## src/rtl/imm_gen_pipe.sv

```systemverilog
// imm_gen_pipe: RISC-V immediate generator behind a 2-entry skid buffer.
// Each accepted instruction is decoded into its sign-extended immediate and
// the pc-relative target (pc + imm), then held in a main/skid register pair
// so that in_ready is registered and does not depend on out_ready.
// Optional feature macro: IMMGEN_ILLEGAL_DETECT_EN (illegal opcode flag).
module imm_gen_pipe #(
    parameter int XLEN         = 32,
    parameter int FLUSH_CLEARS = 1
) (
    input  logic            clk,
    input  logic            reset,
    input  logic            in_valid,
    output logic            in_ready,
    input  logic [31:0]     in_instr,
    input  logic [XLEN-1:0] in_pc,
    input  logic            flush,
    output logic            out_valid,
    input  logic            out_ready,
    output logic [31:0]     out_instr,
    output logic [XLEN-1:0] out_immext,
    output logic [XLEN-1:0] out_target,
    output logic            out_illegal
);

    typedef enum logic [1:0] {
        ST_EMPTY = 2'd0,
        ST_ONE   = 2'd1,
        ST_FULL  = 2'd2
    } state_t;

    state_t            r_state;
    state_t            w_state_nxt;
    logic              r_in_ready;
    logic              r_out_valid;
    logic [31:0]       r_main_instr;
    logic [XLEN-1:0]   r_main_imm;
    logic [XLEN-1:0]   r_main_tgt;
    logic [31:0]       r_skid_instr;
    logic [XLEN-1:0]   r_skid_imm;
    logic [XLEN-1:0]   r_skid_tgt;
    logic [XLEN-1:0]   w_imm;
    logic [XLEN-1:0]   w_target;
    logic [2:0]        w_funct3;
    logic              w_accept;
    logic              w_deliver;
    logic              w_flush;
    logic              w_load_main;
    logic              w_load_skid;
    logic              w_move_skid;

    assign w_funct3  = in_instr[14:12];
    assign w_accept  = in_valid && r_in_ready;
    assign w_deliver = r_out_valid && out_ready;
    assign w_flush   = (FLUSH_CLEARS != 0) && flush;
    assign w_target  = in_pc + w_imm;

    // Decode the immediate of the incoming instruction; unknown opcodes give 0.
    always_comb begin
        w_imm = {XLEN{1'b0}};
        case (in_instr[6:0])
            7'b0000011, 7'b1100111: begin
                w_imm = XLEN'($signed(in_instr[31:20]));
            end
            7'b0010011: begin
                if (w_funct3 == 3'b001 || w_funct3 == 3'b101) begin
                    if (XLEN == 64) begin
                        w_imm = XLEN'(in_instr[25:20]);
                    end else begin
                        w_imm = XLEN'(in_instr[24:20]);
                    end
                end else begin
                    w_imm = XLEN'($signed(in_instr[31:20]));
                end
            end
            7'b0011011: begin
                if (XLEN == 64) begin
                    if (w_funct3 == 3'b001 || w_funct3 == 3'b101) begin
                        w_imm = XLEN'(in_instr[24:20]);
                    end else begin
                        w_imm = XLEN'($signed(in_instr[31:20]));
                    end
                end else begin
                    w_imm = {XLEN{1'b0}};
                end
            end
            7'b0100011: begin
                w_imm = XLEN'($signed({in_instr[31:25], in_instr[11:7]}));
            end
            7'b1100011: begin
                w_imm = XLEN'($signed({in_instr[31], in_instr[7], in_instr[30:25],
                                       in_instr[11:8], 1'b0}));
            end
            7'b0110111, 7'b0010111: begin
                w_imm = XLEN'($signed({in_instr[31:12], 12'h000}));
            end
            7'b1101111: begin
                w_imm = XLEN'($signed({in_instr[31], in_instr[19:12], in_instr[20],
                                       in_instr[30:21], 1'b0}));
            end
            default: begin
                w_imm = {XLEN{1'b0}};
            end
        endcase
    end

    // Next-state and register-load selection for the skid buffer.
    always_comb begin
        w_state_nxt = r_state;
        w_load_main = 1'b0;
        w_load_skid = 1'b0;
        w_move_skid = 1'b0;
        if (w_flush) begin
            w_state_nxt = ST_EMPTY;
        end else begin
            case (r_state)
                ST_EMPTY: begin
                    if (w_accept) begin
                        w_state_nxt = ST_ONE;
                        w_load_main = 1'b1;
                    end else begin
                        w_state_nxt = ST_EMPTY;
                    end
                end
                ST_ONE: begin
                    if (w_accept && w_deliver) begin
                        w_state_nxt = ST_ONE;
                        w_load_main = 1'b1;
                    end else if (w_accept) begin
                        w_state_nxt = ST_FULL;
                        w_load_skid = 1'b1;
                    end else if (w_deliver) begin
                        w_state_nxt = ST_EMPTY;
                    end else begin
                        w_state_nxt = ST_ONE;
                    end
                end
                ST_FULL: begin
                    if (w_deliver) begin
                        w_state_nxt = ST_ONE;
                        w_move_skid = 1'b1;
                    end else begin
                        w_state_nxt = ST_FULL;
                    end
                end
                default: begin
                    w_state_nxt = ST_EMPTY;
                end
            endcase
        end
    end

    // State register with registered handshake outputs derived from next state.
    always_ff @(posedge clk or posedge reset) begin
        if (reset) begin
            r_state     <= ST_EMPTY;
            r_in_ready  <= 1'b1;
            r_out_valid <= 1'b0;
        end else begin
            r_state     <= w_state_nxt;
            r_in_ready  <= (w_state_nxt != ST_FULL);
            r_out_valid <= (w_state_nxt != ST_EMPTY);
        end
    end

    // Main and skid data registers.
    always_ff @(posedge clk or posedge reset) begin
        if (reset) begin
            r_main_instr <= 32'h0000_0000;
            r_main_imm   <= {XLEN{1'b0}};
            r_main_tgt   <= {XLEN{1'b0}};
            r_skid_instr <= 32'h0000_0000;
            r_skid_imm   <= {XLEN{1'b0}};
            r_skid_tgt   <= {XLEN{1'b0}};
        end else begin
            if (w_load_main) begin
                r_main_instr <= in_instr;
                r_main_imm   <= w_imm;
                r_main_tgt   <= w_target;
            end else if (w_move_skid) begin
                r_main_instr <= r_skid_instr;
                r_main_imm   <= r_skid_imm;
                r_main_tgt   <= r_skid_tgt;
            end
            if (w_load_skid) begin
                r_skid_instr <= in_instr;
                r_skid_imm   <= w_imm;
                r_skid_tgt   <= w_target;
            end
        end
    end

    assign in_ready   = r_in_ready;
    assign out_valid  = r_out_valid;
    assign out_instr  = r_main_instr;
    assign out_immext = r_main_imm;
    assign out_target = r_main_tgt;

`ifdef IMMGEN_ILLEGAL_DETECT_EN
    logic w_known;
    logic w_illegal;
    logic r_main_ill;
    logic r_skid_ill;

    // Flag opcodes outside the decoded set (op-imm-32 only exists for XLEN=64).
    always_comb begin
        w_known = 1'b0;
        case (in_instr[6:0])
            7'b0000011, 7'b1100111, 7'b0010011, 7'b0100011,
            7'b1100011, 7'b0110111, 7'b0010111, 7'b1101111: begin
                w_known = 1'b1;
            end
            7'b0011011: begin
                w_known = (XLEN == 64);
            end
            default: begin
                w_known = 1'b0;
            end
        endcase
        w_illegal = !w_known || (in_instr[1:0] != 2'b11);
    end

    // Illegal flag travels with its entry through main/skid.
    always_ff @(posedge clk or posedge reset) begin
        if (reset) begin
            r_main_ill <= 1'b0;
            r_skid_ill <= 1'b0;
        end else begin
            if (w_load_main) begin
                r_main_ill <= w_illegal;
            end else if (w_move_skid) begin
                r_main_ill <= r_skid_ill;
            end
            if (w_load_skid) begin
                r_skid_ill <= w_illegal;
            end
        end
    end

    assign out_illegal = r_main_ill;
`else
    assign out_illegal = 1'b0;
`endif

endmodule

```

## config.mk

```make
export PLATFORM = sky130hd
export DESIGN_NAME = imm_gen_pipe
export DESIGN_NICKNAME = d
export VERILOG_FILES = /design/src/rtl/imm_gen_pipe.sv
export SDC_FILE = /design/constraint.sdc
export NUM_CORES = 1
export LEC_CHECK = 0
export CAP_MARGIN = 5
export CELL_PAD_IN_SITES_DETAIL_PLACEMENT = 0
export CELL_PAD_IN_SITES_GLOBAL_PLACEMENT = 1
export CORE_ASPECT_RATIO = 0.8
export CORE_MARGIN = 3
export CORE_UTILIZATION = 45
export CTS_BUF_LIST = sky130_fd_sc_hd__clkbuf_8
export DETAILED_ROUTE_END_ITERATION = 10
export GPL_TIMING_DRIVEN = 0
export PLACE_DENSITY = 0.95
export SETUP_SLACK_MARGIN = 0.02
export SYNTH_ARGS = -nofsm -noshare
export SYNTH_HDL_FRONTEND = slang
export SYNTH_SLANG_ARGS = --single-unit
export TNS_END_PERCENT = 1
```

## constraint.sdc

```tcl
create_clock -name clk -period 12 [get_ports clk]
set_clock_uncertainty 0.1 [all_clocks]
set_input_delay 2.4 -clock clk [delete_from_list [all_inputs] [get_ports clk]]
set_output_delay 2.4 -clock clk [all_outputs]
set_load 0.03 [all_outputs]
```

Word-level counts from Yosys, hierarchy flattened. Index checks and enable logic that the tools add are counted.

Input port bits: 69. Output and inout bits: 99. Register bits: 196. Word-level logic and storage cells: 57.

Muxes and demuxes: 25. Equality and inequality tests: 13. Reductions and logical operators: 9. $add $sub $neg: 1.

Operator list (count): 2-to-1 mux 32 bit (7); one-hot mux 32 bit (6 select lines) (1); adder 32 bit (1); == test 7 bit (second input constant) (3); == test 7 x 5 -> 1 bit (second input constant) (2); == test 7 x 6 -> 1 bit (second input constant) (2); 2-to-1 mux 1 bit (11); 2-to-1 mux 2 bit (4); == test 7 x 2 -> 1 bit (second input constant) (1); one-hot mux 2 bit (3 select lines) (1); nonzero test 2 bit (2); OR reduction 2 bit (2); == test 3 x 1 -> 1 bit (second input constant) (1); == test 3 bit (second input constant) (1); logical AND 1 bit (3); == test 2 x 1 -> 1 bit (second input constant) (1); == test 2 bit (second input constant) (1); logical NOT 2 bit (1); inequality test 2 bit (second input constant) (1); one-hot mux 1 bit (2 select lines) (1); logical OR 1 bit (1).

Logic depth before layout (Yosys ltp).
Word-level depth: 7. Gate-level depth with buffers: 16. Depth with buffers taken out: 15.

Worst setup path after synthesis. OpenSTA, ideal clock, no wires.

Kind: input to register. From: input port in_instr[3]. To: register r_main_tgt[24] (netlist: out_target[24]). Buffers on the path: 2. Stages on the path: 16. Slack: 6.518 ns. Library setup time: 0.137 ns. Data required time: 11.763 ns. Arrival: 5.245 ns. Cell sequence: buf_2 -> nor4bb_1 -> o211ai_1 -> o21a_1 -> a21boi_4 -> a21oi_1 -> inv_1 -> ha_1 -> buf_6 -> o21a_1 -> o211a_1 -> a221o_1 -> a21oi_2 -> o41ai_2 -> xnor2_1 -> a211oi_2.

Word-level cells in the longest chain between the ends: 5. Elaborated cells between the ends (all ways): 13. Classes of those cells: 1 x add/sub; 8 x eq/ne; 2 x mux; 2 x reduce/logical.

RTL lines: start, declared (line 14) `input logic [31:0] in_instr,`; == test 7 x 6 -> 1 bit, or another cell as far along (line 60) `case (in_instr[6:0])`; OR reduction 2 bit (line 60); one-hot mux 32 bit (6 select lines) * (line 60); net w_imm[12] (line 41) `logic [XLEN-1:0] w_imm;`; adder 32 bit * (line 55) `assign w_target = in_pc + w_imm;`; 2-to-1 mux 32 bit * (line 175) `if (w_load_main) begin`; end signal, assigned (line 170) `r_main_tgt <= {XLEN{1'b0}};`; end signal, assigned (line 178) `r_main_tgt <= w_target;`; end signal, assigned (line 182) `r_main_tgt <= r_skid_tgt;`; end, declared (line 37) `logic [XLEN-1:0] r_main_tgt;`.

Mark *: on every way through the listed nets, which the timed path passes. The rest lies on a longest branch. A chain may end at the register's enable or synchronous reset.

Worst setup path after layout.
From: input port in_instr[4]. To: register r_main_tgt[28] (netlist: out_target[28]).

Same word-level chain as after synthesis.

==> metrics <==
met2 Use GR=39.0%; worst-margin pin slew=around 1.3 ns; Synth Cell Area=approximately 0.010 mm²; clock sinks=between 150 and 200; Seq/Total Area, Yosys=47.5%; Initial Util=46.8%; Die X=between 150 and 200 µm; fin worst setup slack=5.77 ns; Antenna Nets Post-Route=0; Post-synth EDFFs=0; Nets=1465; first-pass GRT wire length=51.7 mm; largest net degree at the start of global routing=130; global route hottest layer=met1; status=complete, no violations; R2R cell count=9; drt wl/cell=20.2 µm; min-delay worst type=reg2reg; synth warn=0; share of layout cells above drive strength 1=under 10%; Final setup viols=0; number of stages on the worst setup path=16; Synth cell types=72; row cnt=48; CP Max Fanout=9; commonest non-fill, non-tap cells in the layout=nand2_1 (317), dfrtp_1 (195), clkdlybuf4s50_1 (165); CP max stage cell=clkdlybuf4s50_1; Setup Fix Bufs, Post-CTS=0; final WL=33.8 mm; slew margin rel.=13.4%; most common cell after layout, fill and taps aside=nand2_1; hpwl dp=between 20 and 30 mm; Post-CTS Hold Fix Bufs=0; Core Region=0.0220 mm²; Synth top area share=47.3%; DR iter-0 viols=around 1100; Worst-Skew Late Latency=0.48 ns; worst endpoint required time=~12 ns; die height=141 µm; Synth area leader=dfrtp_1; # diodes=0; total CTS buffers=17; pwr dens=183 mW/mm²; setup TNS=0 ns; worst vdd rail ir drop=110 µV; Crit path max-delay family=compound AO/OA/AOI/OAI gates; Critical Path End Type=register; Setup CP Type=in2reg; Hold Vio Cnt, Final=0; Synth Flop Type=dfrtp_1; quantity of I/O buffers inserted on ports=approximately 170; hold depth=1; syn_area_per_cell=8.77 µm²; grt ovf=0; worst hold slack=0.388 ns; vias in the first global route=9014; routed vias/inst=about 5.8; crit-path most repeated cell=o21a_1; GRT Util Overall=between 20% and 30%; Slew Limit Fails=0; antenna violations before repair=0; Root Buffer=clkbuf_8; async set or reset register ratio after synthesis=100%; post-CTS sizing=0; pre-CTS setup slack=5.35 ns; Max stage delay on crit path=0.51 ns; Bufs on Longest Clock Path=2; routed vias=9676; met1 Track Usage GR=between 40% and 50%; crit path time final=about 6.2 ns; CP Cell Sequence=clkdlybuf4s50_1, nand2b_1, or3_1, o21a_1, a21boi_4, a21oi_1, inv_1, ha_1, buf_6, o21a_1, o211a_1, a221o_1, a21oi_2, o21ai_1, xnor2_1, a211oi_1; I/O pins=approximately 170; cell count after synthesis=1177; Area Overhead vs Synth=24.1%; Buffers & Inverters on Critical Path=3; Die Area=0.0248 mm²; RSZ-0062 raised after global routing=false; Max-cap violations=0; # DRC=0; Final GP Congestion=0.937; FMAX=0.160 GHz; CTS tree=built; DRT Pass-1 Iters=5; Synth area leaders=dfrtp_1 (47%), nand2_1 (12%), o21ai_0 (4.9%), ha_1 (4.0%), o22ai_1 (3.0%); H-tree depth=4; post-synthesis register bit count=196; post-synth net total=approximately 1300; crit share post-route=51.9%; clk slew on worst S/H paths=0.11 ns; Startpoint Class=primary input; GRT met3 Usage=under 10%; LEAKAGE=5.88 nW; crit path DAT=6.49 ns
[metal layers]
layer / share of wire [%] / routed length, µm / up-vias
met3: 8.9 / 3010 / 44
met5: 0 / 0 / -
li1: - / - / 4483
met1: 46 / 15600 / 4705
met2: 43 / 14600 / 444
met4: 1.8 / 616 / 0
[sequential cells by signal (all words and copies together), names as in the netlist]
signal        flops
r_skid_instr     32
r_skid_imm       32
out_immext       32
r_skid_tgt       32
in_ready          1
out_valid         1
out_instr        32
out_target       32
r_state           2
[stage by stage]
stage	cells	cell area (µm²)	power (W)	utilization [%]
finish	1675	12800	0.00235	58.2
global route	1675	12800	0.00248	58.2
CTS	1675	12800	0.00235	58.2
detailed placement	1643	12400	0.00189	56.2
global placement	1642	12400	0.00187	56.0
floorplan	1177	10300	0.00151	-
[layout make-up]
cell class	count	area [µm²]
buffer	75	325
timing repair buffer	166	1680
inverter	16	67.6
clock inverter	13	168
fill	1994	9220
sequential	196	4910
clock buffer	19	262
multi-input combinational	890	5030
tap	300	375
[cells in the mapped netlist, types with 5 or more instances]
cell type	count
o22ai_1	49
clkbuf_1	43
a211oi_1	17
o21a_1	13
nor2_1	58
and2_1	8
a21oi_1	42
or3_1	6
nand2b_1	13
a21o_1	20
buf_2	26
o21ai_0	102
o211ai_1	6
nand3_1	16
xor2_1	9
nand4_1	8
nand2_1	317
dfrtp_1	195
nor3_1	21
nor2b_1	7
xnor2_1	18
ha_1	33
mux2_2	8
inv_1	16
mux2i_1	6
a31oi_1	12
o21ai_1	26
o2bb2ai_1	9
a211oi_2	5
[cells by family (layout without fill, tap and decap cells)]
| group | after synthesis | count (layout) | share of synthesized area (%) |
|---|---|---|---|
| AOI/OAI and AO/OA | 341 | 341 | 21.3 |
| xor gates and xnor gates | 27 | 27 | 2.29 |
| adders and majority gates | 34 | 34 | 4.19 |
| buffers and inverters | 91 | 289 | 3.73 |
| DFF | 196 | 196 | 47.5 |
| muxes | 14 | 14 | 1.45 |
| other | 1 | 1 | 0.0363 |
| and+or+nand+nor | 473 | 473 | 19.4 |
[report_power, final]
| group | switching (W) | internal [W] | leakage, nW |
|---|---|---|---|
| clock | 0.000262 | 0.000205 | 0.213 |
| combinational | 0.000537 | 0.000357 | 3.16 |
| sequential | 0.000119 | 0.000870 | 2.51 |
[final timing paths]
path | start | endpoint | slack, ns
min in group asynchronous | reset | out_target[25] | 2.24
max in group asynchronous | reset | r_skid_instr[30] | 8.52
min | out_immext[25] | out_immext[25] | 0.39
max reg2reg | in_ready | out_immext[10] | 8.73
min reg2reg | out_immext[25] | out_immext[25] | 0.39
max | in_instr[4] | out_target[28] | 5.77
No activity file was read; power rests on OpenSTA's default activity.
